[src/rtl/push_pop_sequencer.sv]
// push_pop_sequencer
//   Breaks a Thumb PUSH/POP instruction into single-register stack micro-ops.
//   PUSH is issued in descending order (LR, r7..r0), each one a store to
//   [SP-4] with SP pre-decrement. POP is issued in ascending order (r0..r7, PC),
//   each one a load from [SP] with SP post-increment.
//
// Configuration macro: PPSEQ_LRPC_EN
//   defined   -> R bit (instr_i[8]) adds LR to PUSH / PC to POP
//   undefined -> R bit ignored, uop_pc_load_o tied low
//
// Ports
//   clk_i          in   rising-edge clock
//   rst_ni         in   asynchronous active-low reset
//   instr_i[15:0]  in   instruction word from decode
//   instr_valid_i  in   instr_i valid
//   instr_ready_o  out  sequencer idle, can accept instr_i
//   uop_valid_o    out  micro-op valid
//   uop_ready_i    in   datapath consumes current micro-op
//   uop_reg_o[3:0] out  micro-op register (0-7, 14=LR, 15=PC)
//   uop_store_o    out  store micro-op (PUSH)
//   uop_load_o     out  load micro-op (POP)
//   uop_pc_load_o  out  load micro-op targets PC
//   done_o         out  one-cycle pulse, sequence complete
//   err_o          out  one-cycle pulse, empty register list
module push_pop_sequencer (
  input  logic        clk_i,
  input  logic        rst_ni,
  input  logic [15:0] instr_i,
  input  logic        instr_valid_i,
  output logic        instr_ready_o,
  output logic        uop_valid_o,
  input  logic        uop_ready_i,
  output logic [3:0]  uop_reg_o,
  output logic        uop_store_o,
  output logic        uop_load_o,
  output logic        uop_pc_load_o,
  output logic        done_o,
  output logic        err_o
);

  typedef enum logic [1:0] {
    S_IDLE = 2'd0,
    S_PUSH = 2'd1,
    S_POP  = 2'd2
  } state_t;

`ifdef PPSEQ_LRPC_EN
  localparam logic [8:0] LIST_MASK = 9'h1FF;
`else
  localparam logic [8:0] LIST_MASK = 9'h0FF;
`endif

  state_t     r_state;
  logic [8:0] r_mask;     // bit 8 = LR (PUSH) / PC (POP), bits 7:0 = r7..r0
  logic       r_done;
  logic       r_err;

  logic       w_dec_ok;
  logic [8:0] w_list;
  logic [3:0] w_sel_idx;
  logic [8:0] w_sel_oh;
  logic [8:0] w_mask_next;
  logic [3:0] w_reg;
  logic       w_busy;

  assign w_dec_ok = (instr_i[15:12] == 4'b1011) && (instr_i[10:9] == 2'b10);
  assign w_list   = instr_i[8:0] & LIST_MASK;
  assign w_busy   = (r_state != S_IDLE);

  // PUSH takes the highest pending bit, POP the lowest: the loop lets the
  // last matching bit win, so the scan direction flips with the state.
  always_comb begin
    w_sel_idx = '0;
    for (int unsigned i = 0; i < 9; i++) begin
      if (r_state == S_POP) begin
        if (r_mask[8 - i]) w_sel_idx = 4'(8 - i);
      end else begin
        if (r_mask[i]) w_sel_idx = 4'(i);
      end
    end
  end

  assign w_sel_oh    = 9'b1 << w_sel_idx;
  assign w_mask_next = r_mask & ~w_sel_oh;

  always_comb begin
    w_reg = w_sel_idx;
    if (w_sel_idx == 4'd8) w_reg = (r_state == S_POP) ? 4'd15 : 4'd14;
  end

  always_ff @(posedge clk_i or negedge rst_ni) begin
    if (!rst_ni) begin
      r_state <= S_IDLE;
      r_mask  <= '0;
      r_done  <= 1'b0;
      r_err   <= 1'b0;
    end else begin
      r_done <= 1'b0;
      r_err  <= 1'b0;
      case (r_state)
        S_IDLE: begin
          if (instr_valid_i && w_dec_ok) begin
            if (w_list != '0) begin
              r_mask  <= w_list;
              r_state <= instr_i[11] ? S_POP : S_PUSH;
            end else begin
              r_err <= 1'b1;
            end
          end
        end
        S_PUSH, S_POP: begin
          if (uop_ready_i) begin
            r_mask <= w_mask_next;
            if (w_mask_next == '0) begin
              r_state <= S_IDLE;
              r_done  <= 1'b1;
            end
          end
        end
        default: begin
          r_state <= S_IDLE;
          r_mask  <= '0;
        end
      endcase
    end
  end

  assign instr_ready_o = !w_busy;
  assign uop_valid_o   = w_busy;
  assign uop_reg_o     = w_busy ? w_reg : 4'd0;
  assign uop_store_o   = (r_state == S_PUSH);
  assign uop_load_o    = (r_state == S_POP);
`ifdef PPSEQ_LRPC_EN
  assign uop_pc_load_o = (r_state == S_POP) && (w_sel_idx == 4'd8);
`else
  assign uop_pc_load_o = 1'b0;
`endif
  assign done_o        = r_done;
  assign err_o         = r_err;

endmodule
[config.mk]
export PLATFORM = sky130hd
export DESIGN_NAME = push_pop_sequencer
export DESIGN_NICKNAME = d
export VERILOG_FILES = /design/src/rtl/push_pop_sequencer.sv
export SDC_FILE = /design/constraint.sdc
export NUM_CORES = 1
export LEC_CHECK = 0
export CAP_MARGIN = 0
export CELL_PAD_IN_SITES_DETAIL_PLACEMENT = 0
export CELL_PAD_IN_SITES_GLOBAL_PLACEMENT = 2
export CORE_MARGIN = 5
export CORE_UTILIZATION = 28
export CTS_BUF_LIST = sky130_fd_sc_hd__clkbuf_16
export CTS_CLUSTER_SIZE = 40
export DETAILED_ROUTE_END_ITERATION = 6
export PLACE_DENSITY_LB_ADDON = 0.1
export SLEW_MARGIN = 20
export SYNTH_ARGS = -nofsm -noshare
export SYNTH_HDL_FRONTEND = slang
export SYNTH_SLANG_ARGS = --single-unit
export TNS_END_PERCENT = 50
[constraint.sdc]
create_clock -name clk_i -period 3.1 [get_ports clk_i]
set_input_delay 0.62 -clock clk_i [delete_from_list [all_inputs] [get_ports clk_i]]
set_output_delay 0.62 -clock clk_i [all_outputs]
set_load 0.02 [all_outputs]
After elaboration in Yosys (flattened, before gate mapping)
Index checks and enable logic that the tools add are counted.

Flip-flop bits (word level): 13. Output and inout bits: 11. Logic and storage cells: 69.

Equal/unequal tests: 9. Shift-type cells: 1. Muxes and demuxes: 43. Bitwise gates (word level): 2. Reductions and logical operators: 10.

Operators with widths (count): $mux W4 (26); $mux W9 (3); $pmux W9 S2 (1); $mux W2 (5); $and A9 B9 Y9 (1); $logic_not A9 Y1 (1); $not A9 Y9 (1); $reduce_bool A9 Y1 (1); $shl A1 B4 Y9 const A (1); $eq A4 B4 Y1 const B (2); $ne A2 B2 Y1 const B (4); $mux W1 (7); $eq A2 B2 Y1 const B (2); $pmux W2 S2 (1); $reduce_and A4 Y1 (1); $reduce_and A3 Y1 (1); $eq A2 B1 Y1 const B (1); $logic_and A1 B1 Y1 (2); $logic_not A2 Y1 (1); $reduce_bool A2 Y1 (1); $reduce_or A2 Y1 (1); $logic_not A1 Y1 (1).

Depth between registers and ports, before layout
Gate-level depths: netlist of run 1.

Depth in word-level cells: 24. Gate-level depth with buffers: 10. Depth with buffers taken out: 9.

Worst setup path before layout of run 1
OpenSTA, ideal clock, no wires.

Kind: reg2reg. Start point: reg r_state[0]. End point: reg r_state[0]. Arrival time: 2648 ps. Required time: 2973 ps. Setup slack: 324 ps. Stages on the path, launching flop included: 11. Path buffers: 1. Clock period less this slack: 2776 ps. Cells stage by stage: dfrtp_1 -> inv_1 -> ha_1 -> buf_6 -> mux2i_1 -> a21oi_1 -> o22a_1 -> or4b_1 -> a221oi_2 -> a21o_1 -> nand3_1.

Cells in the longest elaborated chain, start to end: 23. Elaborated cells between the ends (all ways): 37.

Ends and longest elaborated chain: start, declared (line 53) `state_t r_state;`; start signal, assigned (line 105) `r_state <= instr_i[11] ? S_POP : S_PUSH;`; $eq A2 B2 Y1 (*); named net uop_load_o (line 35) `output logic uop_load_o,`; $mux W4 (line 75) `if (r_state == S_POP) begin`; $mux W4 (on tied branches) (line 78, 76); $mux W4 (line 75); $mux W4 (on tied branches) (line 78, 76); $mux W4 (line 75); $mux W4 (on tied branches) (line 78, 76); (+8 left out); $mux W4 (on tied branches) (line 78, 76); $mux W4 (line 75); $shl A1 B4 Y9 (line 83) `assign w_sel_oh = 9'b1 << w_sel_idx;`; $not A9 Y9 (line 84) `assign w_mask_next = r_mask & ~w_sel_oh;`; $and A9 B9 Y9 (line 84); $logic_not A9 Y1 (line 114) `if (w_mask_next == '0) begin`; $ne A2 B2 Y1 (no line); $reduce_and A4 Y1 (no line).

Mark *: on every way through the listed nets, which the timed path passes. The rest lies on a longest branch. A chain may end at the register's enable or synchronous reset.

Worst setup path after layout of run 1
Start point: reg r_state[1]. End point: out uop_reg_o[2].

Cells in the longest elaborated chain, start to end: 20. Elaborated cells between the ends (all ways): 28.

Ends and longest elaborated chain: $eq A2 B2 Y1 (line 75); $mux W4 (line 75); $mux W4 (on tied branches) (line 78, 76); $mux W4 (line 75); $mux W4 (on tied branches) (line 78, 76); $mux W4 (line 75); $mux W4 (on tied branches) (line 78, 76); $mux W4 (line 75); (+4 left out); $mux W4 (line 75); $mux W4 (on tied branches) (line 78, 76); $mux W4 (line 75); $mux W4 (on tied branches) (line 78, 76); $mux W4 (line 75); $eq A4 B4 Y1 (line 88) `if (w_sel_idx == 4'd8) w_reg = (r_state == S_POP) ? 4'd15 : 4'd14;`; $mux W4 (line 88); $mux W4 (*) (line 130) `assign uop_reg_o = w_busy ? w_reg : 4'd0;`; end, declared (line 33) `output logic [3:0] uop_reg_o,`.

Every way passes the cells marked *; elsewhere a longest branch is shown, timed or not.

==> results of run 1 <==
cells by family (layout without fill, tap and decap cells):
family                     Yosys count  in the layout
AOI/OAI and AO/OA                   48             48
and+or+nand+nor                     69             69
muxes                                3              3
other                                1              1
adders and majority gates            5              5
buffers and inverters               17             51
DFF                                 13             13
cells in the final DEF (no fill, tap or decap), types with 3 or more instances in the layout:
cell / n
nor3_1: 6
nand2_1: 15
nor2_1: 15
a21oi_1: 16
or4b_1: 3
a41oi_1: 3
dfrtp_1: 13
inv_1: 11
o21ai_0: 7
a21o_1: 4
ha_1: 4
clkbuf_16: 3
clkdlybuf4s50_1: 26
nand3_1: 10
and2_1: 3
buf_4: 9
a21boi_0: 3
power groups by stage:
stage / Clock [uW] / Combinational [uW] / Sequential, uW
after global routing: 252 / 1630 / 329
after CTS: 243 / 1480 / 318
after detailed placement: 0 / 1480 / 320
after global placement: 0 / 1490 / 317
after floorplan: 0 / 1020 / 287
final: 237 / 1470 / 319
per-stage QoR:
stage / cells / cell area [sq um] / total power, uW / util, %
final: 242 / 1690 / 2030 / 39.09
after global routing: 242 / 1690 / 2208 / 39.09
after CTS: 242 / 1688 / 2046 / 39.03
after detailed placement: 238 / 1608 / 1802 / 37.18
after global placement: 238 / 1608 / 1804 / 37.18
after floorplan: 156 / 1234 / 1310 / -
sequential cells by signal, indices dropped and copies added, names as in the netlist:
register  flops
r_mask        9
err_o         1
r_state       2
done_o        1
critical path: stages (launching register included):
cell	delay, ps
dfrtp_1	370
buf_4	160
ha_1	240
or2b_1	250
a21oi_2	190
a211o_1	180
nor2_1	50
clkdlybuf4s50_1	550
how the worst max path moves through the flow:
stage / from / to / slack, ps
finish: r_state[1] / uop_reg_o[2] / 250
global route: r_state[0] / r_state[0] / 100
CTS: r_state[0] / uop_reg_o[1] / 20
detailed placement: r_state[0] / uop_reg_o[0] / 80
global placement: r_state[0] / uop_reg_o[0] / 120
floorplan: r_state[0] / r_state[0] / 320
layout make-up:
type	count	area (sq um)	share of cell area (%)
inverters	10	37.54	2.221
clock inverters	1	3.754	0.2221
repair buffers	37	349.1	20.65
well taps	52	65.06	3.849
clock buffers	3	75.07	4.441
flip-flops and latches	13	325.3	19.25
multi-input cells	126	834.6	49.37
layer usage:
metal	part of all wire, %	GRT usage [%]	up-vias
met1	48	15.84	623
met2	47	21.83	23
li1	-	-	644
met3	2.9	1.891	6
met5	0	0	-
met4	1.8	4.895	0
timing repair:
action	CTS	global route
setup endpoints to repair	2	1
buffers inserted	0	0
gates resized for setup	2	1
==> impl_metrics.json, run 1 <==
{
  "yosys_register_bits": 13,
  "fp.dieW_um": 76.38,
  "seqPwrFrac_pct": 15.7,
  "synth.top_cell.area_share_pct": 26.37,
  "grt_start_max_net_pins": 16,
  "grt_overflow_total": 0,
  "internal_power_uw": 1034,
  "yosysMostFrequentCell": "a21oi_1",
  "swShare_pct": 49.08,
  "synthAdderAreaFrac_pct": 5.071,
  "grt_pass1_wl_mm": 6.154,
  "rsz0062_at_grt": "false",
  "ff2ff_setup_slack_ps": 250,
  "reg2reg_to": "r_state[0]",
  "first_pass_iters": 4,
  "p_comb_share_pct": 72.6,
  "pre_cts_ws_ps": 82.46,
  "hp-start": "r_mask[8]",
  "rows": 24,
  "cts_made_buffers": 3,
  "cts.reportedPaths.clkPinSlew_ps": 40,
  "synthToLayoutAreaGrowth_pct": 37.02,
  "start_util_pct": 28.53,
  "timing.fmax_mhz": 350.3,
  "port_buffers": 28,
  "grt_pass1_vias": 1262,
  "ios": 31,
  "period_share_pct": 92.07,
  "synth_edf_count": 0,
  "drtAntennaViolNets": 0,
  "period_minus_slack_ps": 2854,
  "relSlewSlack_pct": 58.22,
  "antennaDiodeCount": 0,
  "synthTopCellsByArea": "dfrtp_1, a21oi_1, ha_1",
  "cts_root_buf": "clkbuf_16",
  "grt_usage_pct": 12.71,
  "whs_ps": 612.3,
  "synth.mux.area_fraction_pct": 2.535,
  "startpoint_type": "flip-flop",
  "drcViolationCount": 0,
  "timing.rr.start": "r_state[0]",
  "synth_xor_area_share_pct": 0,
  "wl_mm": 3.576,
  "htree_levels": 1,
  "insertion_delay_ps": 240,
  "yosys_warnings": 0,
  "clkSinkCount": 13,
  "place_congestion": 0.7933,
  "arrival_ps": 2230,
  "fp.dieH_um": 76.38,
  "min_to": "r_mask[8]",
  "fillers": 452,
  "synth_top_family_by_area": "simple AND/OR/NAND/NOR gates",
  "cp-end-kind": "output port",
  "cts_hold_buf": 0,
  "cap_violations": 0,
  "syn_avg_cell_area_sq_um": 7.908,
  "post-dp-hpwl_mm": 2.863,
  "die_area_sq_mm": 0.005833,
  "status": "completed",
  "synthCells": 156,
  "netlist_area_sq_mm": 0.001234,
  "hold_path_class": "flip-flop to flip-flop",
  "p_sw_uw": 996.2,
  "seq_area_frac_synth_pct": 26.37,
  "core_area_sq_mm": 0.004324,
  "synth_top_area_cell": "dfrtp_1",
  "path_class": "flip-flop to output port",
  "nets": 216,
  "tightest_slew_ps": 624.7,
  "ir_worst_vdd_v": 0.0003617,
  "finalSetupViolCount": 0,
  "worstPathRequired_ps": 2480,
  "ys_top_cells_by_count": "a21oi_1, nand2_1, nor2_1",
  "synthDistinctLibCells": 49,
  "synth_compound_gate_area_share_pct": 28.50,
  "route.detailed.wl_per_inst_um": 14.78,
  "yosys.area_share.simple_pct": 31.03,
  "hold_viol_final": 0,
  "clockBufferDepth": 2,
  "synth_ff_type": "dfrtp_1",
  "worstPathMaxFanout": 6,
  "synth_nets": 181,
  "whs_path_depth": 2,
  "pwr_density_cell_mw_per_mm2": 1201,
  "report.final.slew_viol_count": 0,
  "p_clk_share_pct": 11.7,
  "antenna_found_initial": 0,
  "p_leak_uw": 0.0007155,
  "tns_ps": 0,
  "num_vias": 1296,
  "async_flop_share_pct": 100.0,
  "drt_iter0_markers": 51,
  "cts_tree": "yes",
  "viasPerCell": 5.355,
  "drive_gt1_share_pct": 13.16,
  "r2r_cells": 10,
  "fin_skew_ps": 1.756,
  "setup_ws_ps": 245.7
}
Note: power is estimated with default switching activity, not from simulation.
==> inputs of run 2 (changes only) <==
Settings changed: CORE_ASPECT_RATIO from default to 0.7, RECOVER_POWER from default to 25.
==> run 2 against run 1 <==
  * Hold slack worse by 3.7 ps
  * Via count down 1.9%
  * Count of clock-buffer cells in the layout unchanged
  * Critical path depth unchanged
  * Critical path type unchanged
  * Critical endpoint unchanged
  * Largest cell class unchanged
==> impl_metrics.json, run 2 (synthesis gave the netlist of run 1 again) <==
{
  "start_util_pct": 28.66,
  "finalSetupViolCount": 0,
  "path_class": "flip-flop to output port",
  "drcViolationCount": 0,
  "hold_viol_final": 0,
  "pre_cts_ws_ps": 71.91,
  "cp_slowest_cell": "clkdlybuf4s50_1",
  "report.final.slew_viol_count": 0,
  "cp-end-kind": "output port",
  "status": "completed",
  "route.detailed.wl_per_inst_um": 14.90,
  "fin_skew_ps": 1.973,
  "clockBufferDepth": 2,
  "fillers": 440,
  "cap_violations": 0,
  "final_cell_mix": "clkdlybuf4s50_1, nor2_1, nand2_1, a21oi_1, dfrtp_1",
  "layout.cells.non_filler": 247,
  "antenna_found_initial": 0,
  "nets": 218,
  "startpoint": "r_state[0]",
  "cts_root_buf": "clkbuf_16",
  "timing.fmax_mhz": 332.5,
  "grt_pass1_wl_mm": 6.078,
  "place_congestion": 0.7992,
  "cp-endpoint": "uop_reg_o[2]",
  "die_area_sq_mm": 0.005855,
  "cts_tree": "yes",
  "critical_path_depth": 7,
  "insertion_delay_ps": 240,
  "rows": 20,
  "cts_made_buffers": 3,
  "viasPerCell": 5.146,
  "placedCellCount": 243,
  "clkSinkCount": 13,
  "timing.rr.start": "r_state[0]",
  "grt_usage_pct": 13.34,
  "grt_pass1_vias": 1194,
  "setup_ws_ps": 92.63,
  "antennaDiodeCount": 0,
  "critPathBufInv": 2,
  "period_share_pct": 97.01,
  "largest_reg_flops": 9,
  "ios": 31,
  "cp_top_family": "buffers and inverters",
  "worstPathRequired_ps": 2480,
  "grt_overflow_total": 0,
  "pwr_density_cell_mw_per_mm2": 1214,
  "postPlaceCellArea_sq_mm": 0.001627,
  "fp.dieH_um": 65.54,
  "reg2reg_to": "r_state[0]",
  "relSlewSlack_pct": 56.55,
  "period_minus_slack_ps": 3007,
  "stdcell_area_sq_mm": 0.001727,
  "grt_start_max_net_pins": 16,
  "htree_levels": 1,
  "critical-path-max-stage-delay_ps": 610,
  "fin_util_pct": 40.12,
  "p_leak_uw": 0.0007229,
  "fp.dieW_um": 89.34,
  "num_vias": 1271,
  "worstPathMaxFanout": 8,
  "drive_gt1_share_pct": 15.10,
  "port_buffers": 28,
  "ir_worst_vdd_v": 0.0004653,
  "post-dp-hpwl_mm": 2.907,
  "rsz0062_at_grt": "true",
  "cts.reportedPaths.clkPinSlew_ps": 50,
  "synthToLayoutAreaGrowth_pct": 39.96,
  "wl_mm": 3.680,
  "tightest_slew_ps": 649.6,
  "final_common_cell": "clkdlybuf4s50_1",
  "tns_ps": 0,
  "first_pass_iters": 4,
  "top_regs": "r_mask: 9 flops, r_state: 2 flops",
  "arrival_ps": 2390,
  "r2r_cells": 10,
  "core_area_sq_mm": 0.004304,
  "path_cells": "inv_1 > ha_2 > or2b_1 > a21oi_2 > a211o_1 > nor2_1 > clkdlybuf4s50_1",
  "ff2ff_setup_slack_ps": 370,
  "top_register": "r_mask",
  "hold_path_class": "flip-flop to flip-flop",
  "drtAntennaViolNets": 0,
  "post-cts-setup-buffer-count": 0,
  "drt_iter0_markers": 52,
  "startpoint_type": "flip-flop"
}
==> run 2: cell types whose count changed in the layout (fill, tap and decap cells not counted), sizes merged <==
cell	before	now
buf	9	11
dlygate4sd3	0	1
dlygate4sd2	1	0
==> run 2: how the worst min path moves through the flow <==
| stage | start | end | slack, ps | cells after the start |
|---|---|---|---|---|
| 4_1_cts | r_mask[8] | r_mask[8] | 610 | 2 |
| 6_report | r_mask[8] | r_mask[8] | 610 | 2 |
| 5_1_grt | r_state[0] | r_state[0] | 660 | 3 |
| 2_1_floorplan | rst_ni | done_o | 320 | 0 |
| 3_5_place_dp | r_mask[8] | r_mask[8] | 600 | 2 |
| 3_3_place_gp | r_mask[8] | r_mask[8] | 610 | 2 |
==> run 2: repair_timing <==
item,4_1_cts,5_1_grt
hold buffers,0,0
resized for setup,2,3
endpoints found under the setup margin,3,3
==> run 2: metal layers <==
| metal | share of wire [%] | track usage [%] | up-vias |
|---|---|---|---|
| met5 | 0 | 0 | - |
| met4 | 0.11 | 1.673 | 0 |
| met3 | 4.5 | 3.383 | 2 |
| met2 | 43 | 19.30 | 20 |
| met1 | 53 | 20.18 | 602 |
| li1 | - | - | 647 |
==> run 2: final cells by class <==
cell class	instances	area, sq um	share of cell area (%)
Multi-Input combinational cell	126	850.8	49.28
Timing Repair Buffer	39	365.4	21.16
Sequential cell	13	325.3	18.84
Clock buffer	3	75.07	4.348
Tap cell	55	68.82	3.985
Inverter	10	37.54	2.174
Clock inverter	1	3.754	0.2174
==> run 2: where the power goes <==
group	leakage [uW]	internal, uW	switching (uW)
sequential	0.000171	228	85.1
combinational	0.000510	678	861
clock	0.0000423	170	73.4
==> run 2: per-stage QoR <==
step / total power [uW] / hold slack [ps]
global route: 2289 / 657.3
CTS: 2107 / 611.7
floorplan: 1310 / 324.4
global placement: 1844 / 610.7
detailed placement: 1832 / 604.6
finish: 2096 / 608.6
==> run 2: worst min-delay path: stages (launching register included) <==
cell and delay, ps:
dfrtp_1 410, inv_1 110, nor2_1 50
==> inputs of run 3 (changes only) <==
Settings changed: CELL_PAD_IN_SITES_DETAIL_PLACEMENT 0 to default, CELL_PAD_IN_SITES_GLOBAL_PLACEMENT 2 to default, CORE_UTILIZATION 28 to 49, PLACE_DENSITY from default to 0.8, PLACE_DENSITY_LB_ADDON 0.1 to default.
==> run 3 against run 2 <==
  * Routed wire length is 1.7% lower
  * Hold slack improved by 6.0 ps
  * Core utilization rose by 28 points
  * Cell count shrank 10%
  * Combinational power down 3%
  * Flip-flop and latch count unchanged
  * Count of clock-buffer cells in the layout unchanged
  * First-iteration DRC count rose to 2.6 times the previous value
  * Cell area is 3.8% lower
  * Non-clock buffer count fell by 4
  * Register-to-register slack worse by 250 ps
  * Sequential power is 5% higher
==> impl_metrics.json, run 3 (synthesis gave the netlist of run 1 again) <==
{
  "cts_hold_buf": 0,
  "route.detailed.wl_per_inst_um": 16.30,
  "drive_gt1_share_pct": 11.70,
  "timing.fmax_mhz": 335.7,
  "startpoint_type": "flip-flop",
  "first_pass_iters": 5,
  "arrival_ps": 3090,
  "critical-path-max-stage-delay_ps": 570,
  "grt_start_max_net_pins": 17,
  "synthToLayoutAreaGrowth_pct": 34.58,
  "antennaDiodeCount": 0,
  "cts.reportedPaths.clkPinSlew_ps": 40,
  "busiest_layer": "met2",
  "top_regs": "r_mask: 9 flops, r_state: 2 flops",
  "path_class": "flip-flop to flip-flop",
  "antenna_found_initial": 0,
  "hp-start": "r_mask[8]",
  "report.final.slew_viol_count": 0,
  "period_share_pct": 96.08,
  "stdcell_area_sq_mm": 0.001660,
  "finalSetupViolCount": 0,
  "post-dp-hpwl_mm": 2.714,
  "cts_made_buffers": 3,
  "rsz0062_at_grt": "false",
  "port_buffers": 28,
  "drcViolationCount": 0,
  "worstPathMaxFanout": 8,
  "cap_violations": 0,
  "place_congestion": 0.9449,
  "worstPathRequired_ps": 3210,
  "core_area_sq_mm": 0.002440,
  "cp-end-kind": "flip-flop",
  "critPathBufInv": 1,
  "ff2ff_setup_slack_ps": 120,
  "fp.dieH_um": 51.98,
  "multiInputGateArea_sq_um": 843.3,
  "tightest_slew_ps": 908.6,
  "fin_util_pct": 68.05,
  "pwr_density_cell_mw_per_mm2": 1245,
  "tns_ps": 0,
  "grt_usage_pct": 20.24,
  "die_area_sq_mm": 0.003637,
  "cp_top_family": "simple AND/OR/NAND/NOR gates",
  "clockBufferDepth": 2,
  "met1_usage_pct": 27.43,
  "reg2reg_to": "r_state[1]",
  "grt_overflow_total": 0,
  "wl_mm": 3.619,
  "final_cell_mix": "clkdlybuf4s50_1, a21oi_1, nor2_1, nand2_1, dfrtp_1",
  "cts_root_buf": "clkbuf_16",
  "nets": 214,
  "fp.dieW_um": 69.97,
  "ir_worst_vdd_v": 0.0005816,
  "cts_tree": "yes",
  "whs_path_depth": 2,
  "start_util_pct": 50.56,
  "r2r_cells": 9,
  "min_to": "r_mask[8]",
  "htree_levels": 1,
  "hold_viol_final": 0,
  "period_minus_slack_ps": 2978,
  "drtAntennaViolNets": 0,
  "seqCellArea_sq_um": 325.3,
  "rows": 15,
  "p_leak_uw": 0.0007143,
  "timing.rr.start": "r_state[1]",
  "insertion_delay_ps": 240,
  "final_common_cell": "clkdlybuf4s50_1",
  "drt_iter0_markers": 136,
  "ios": 31,
  "fin_skew_ps": 1.980,
  "hold_path_class": "flip-flop to flip-flop",
  "postPlaceCellArea_sq_mm": 0.001563,
  "top_register": "r_mask",
  "relSlewSlack_pct": 38.96,
  "path_cells": "ha_1 > buf_4 > or3b_1 > nand4b_2 > o211ai_2 > or4b_1 > a221oi_4 > a21o_1 > nand3_1",
  "fillers": 217,
  "cp_slowest_cell": "or4b_1",
  "grt_pass1_wl_mm": 5.927,
  "power_uw": 2068,
  "status": "completed",
  "num_vias": 1335,
  "largest_reg_flops": 9,
  "grt_pass1_vias": 1274,
  "grt_use_met3_pct": 5.019,
  "clkSinkCount": 13,
  "viasPerCell": 6.014,
  "met2_usage_pct": 32.45
}
## run 3: worst min-delay path: stages, from the launching register on
cell,delay [ps]
dfrtp_1,410
inv_1,110
nor2_1,50
## run 3: repair_timing
action                                  CTS  global route
pin swaps                                 0             1
endpoints found under the setup margin    2             5
gates resized for setup                   2             2
buffers inserted                          0             1
## run 3: stage by stage
| stage | hold WS, ps | instances | worst slack (ps) |
|---|---|---|---|
| 2_1_floorplan | 324.4 | 156 | 324.5 |
| 3_3_place_gp | 588.4 | 217 | 149.1 |
| 3_5_place_dp | 605.0 | 217 | 59.22 |
| 4_1_cts | 611.3 | 221 | 9.041 |
| 5_1_grt | 632.9 | 222 | 61.82 |
| 6_report | 614.7 | 222 | 121.6 |
## run 3: power breakdown
group / internal [uW] / switching [uW] / total (uW)
registers: 228 / 100 / 328
clock network: 170 / 65.7 / 235
logic: 622 / 883 / 1500
total: 1020 / 1050 / 2070
## run 3: worst max path at each step
stage / start / endpoint / depth (start not counted)
after global routing: r_state[1] / r_state[0] / 9
after global placement: r_state[0] / uop_reg_o[0] / 8
after floorplan: r_state[0] / r_state[0] / 10
final: r_state[1] / r_state[1] / 9
after CTS: r_state[0] / uop_reg_o[1] / 8
after detailed placement: r_state[0] / uop_reg_o[0] / 8
## run 3: layout make-up
class                      instances  share of cell area (%)
clock buffer                       3                   4.521
clock inverter                     1                  0.2261
inverter                          10                   2.261
multi-input combinational        126                   50.79
sequential                        13                   19.59
tap                               34                   2.562
timing repair buffer              35                   20.05
## run 3: routing by layer
| layer | routed length, um | vias up |
|---|---|---|
| li1 | - | 643 |
| met1 | 1573 | 605 |
| met2 | 1640 | 81 |
| met3 | 346 | 6 |
| met4 | 58 | 0 |
| met5 | 0 | - |
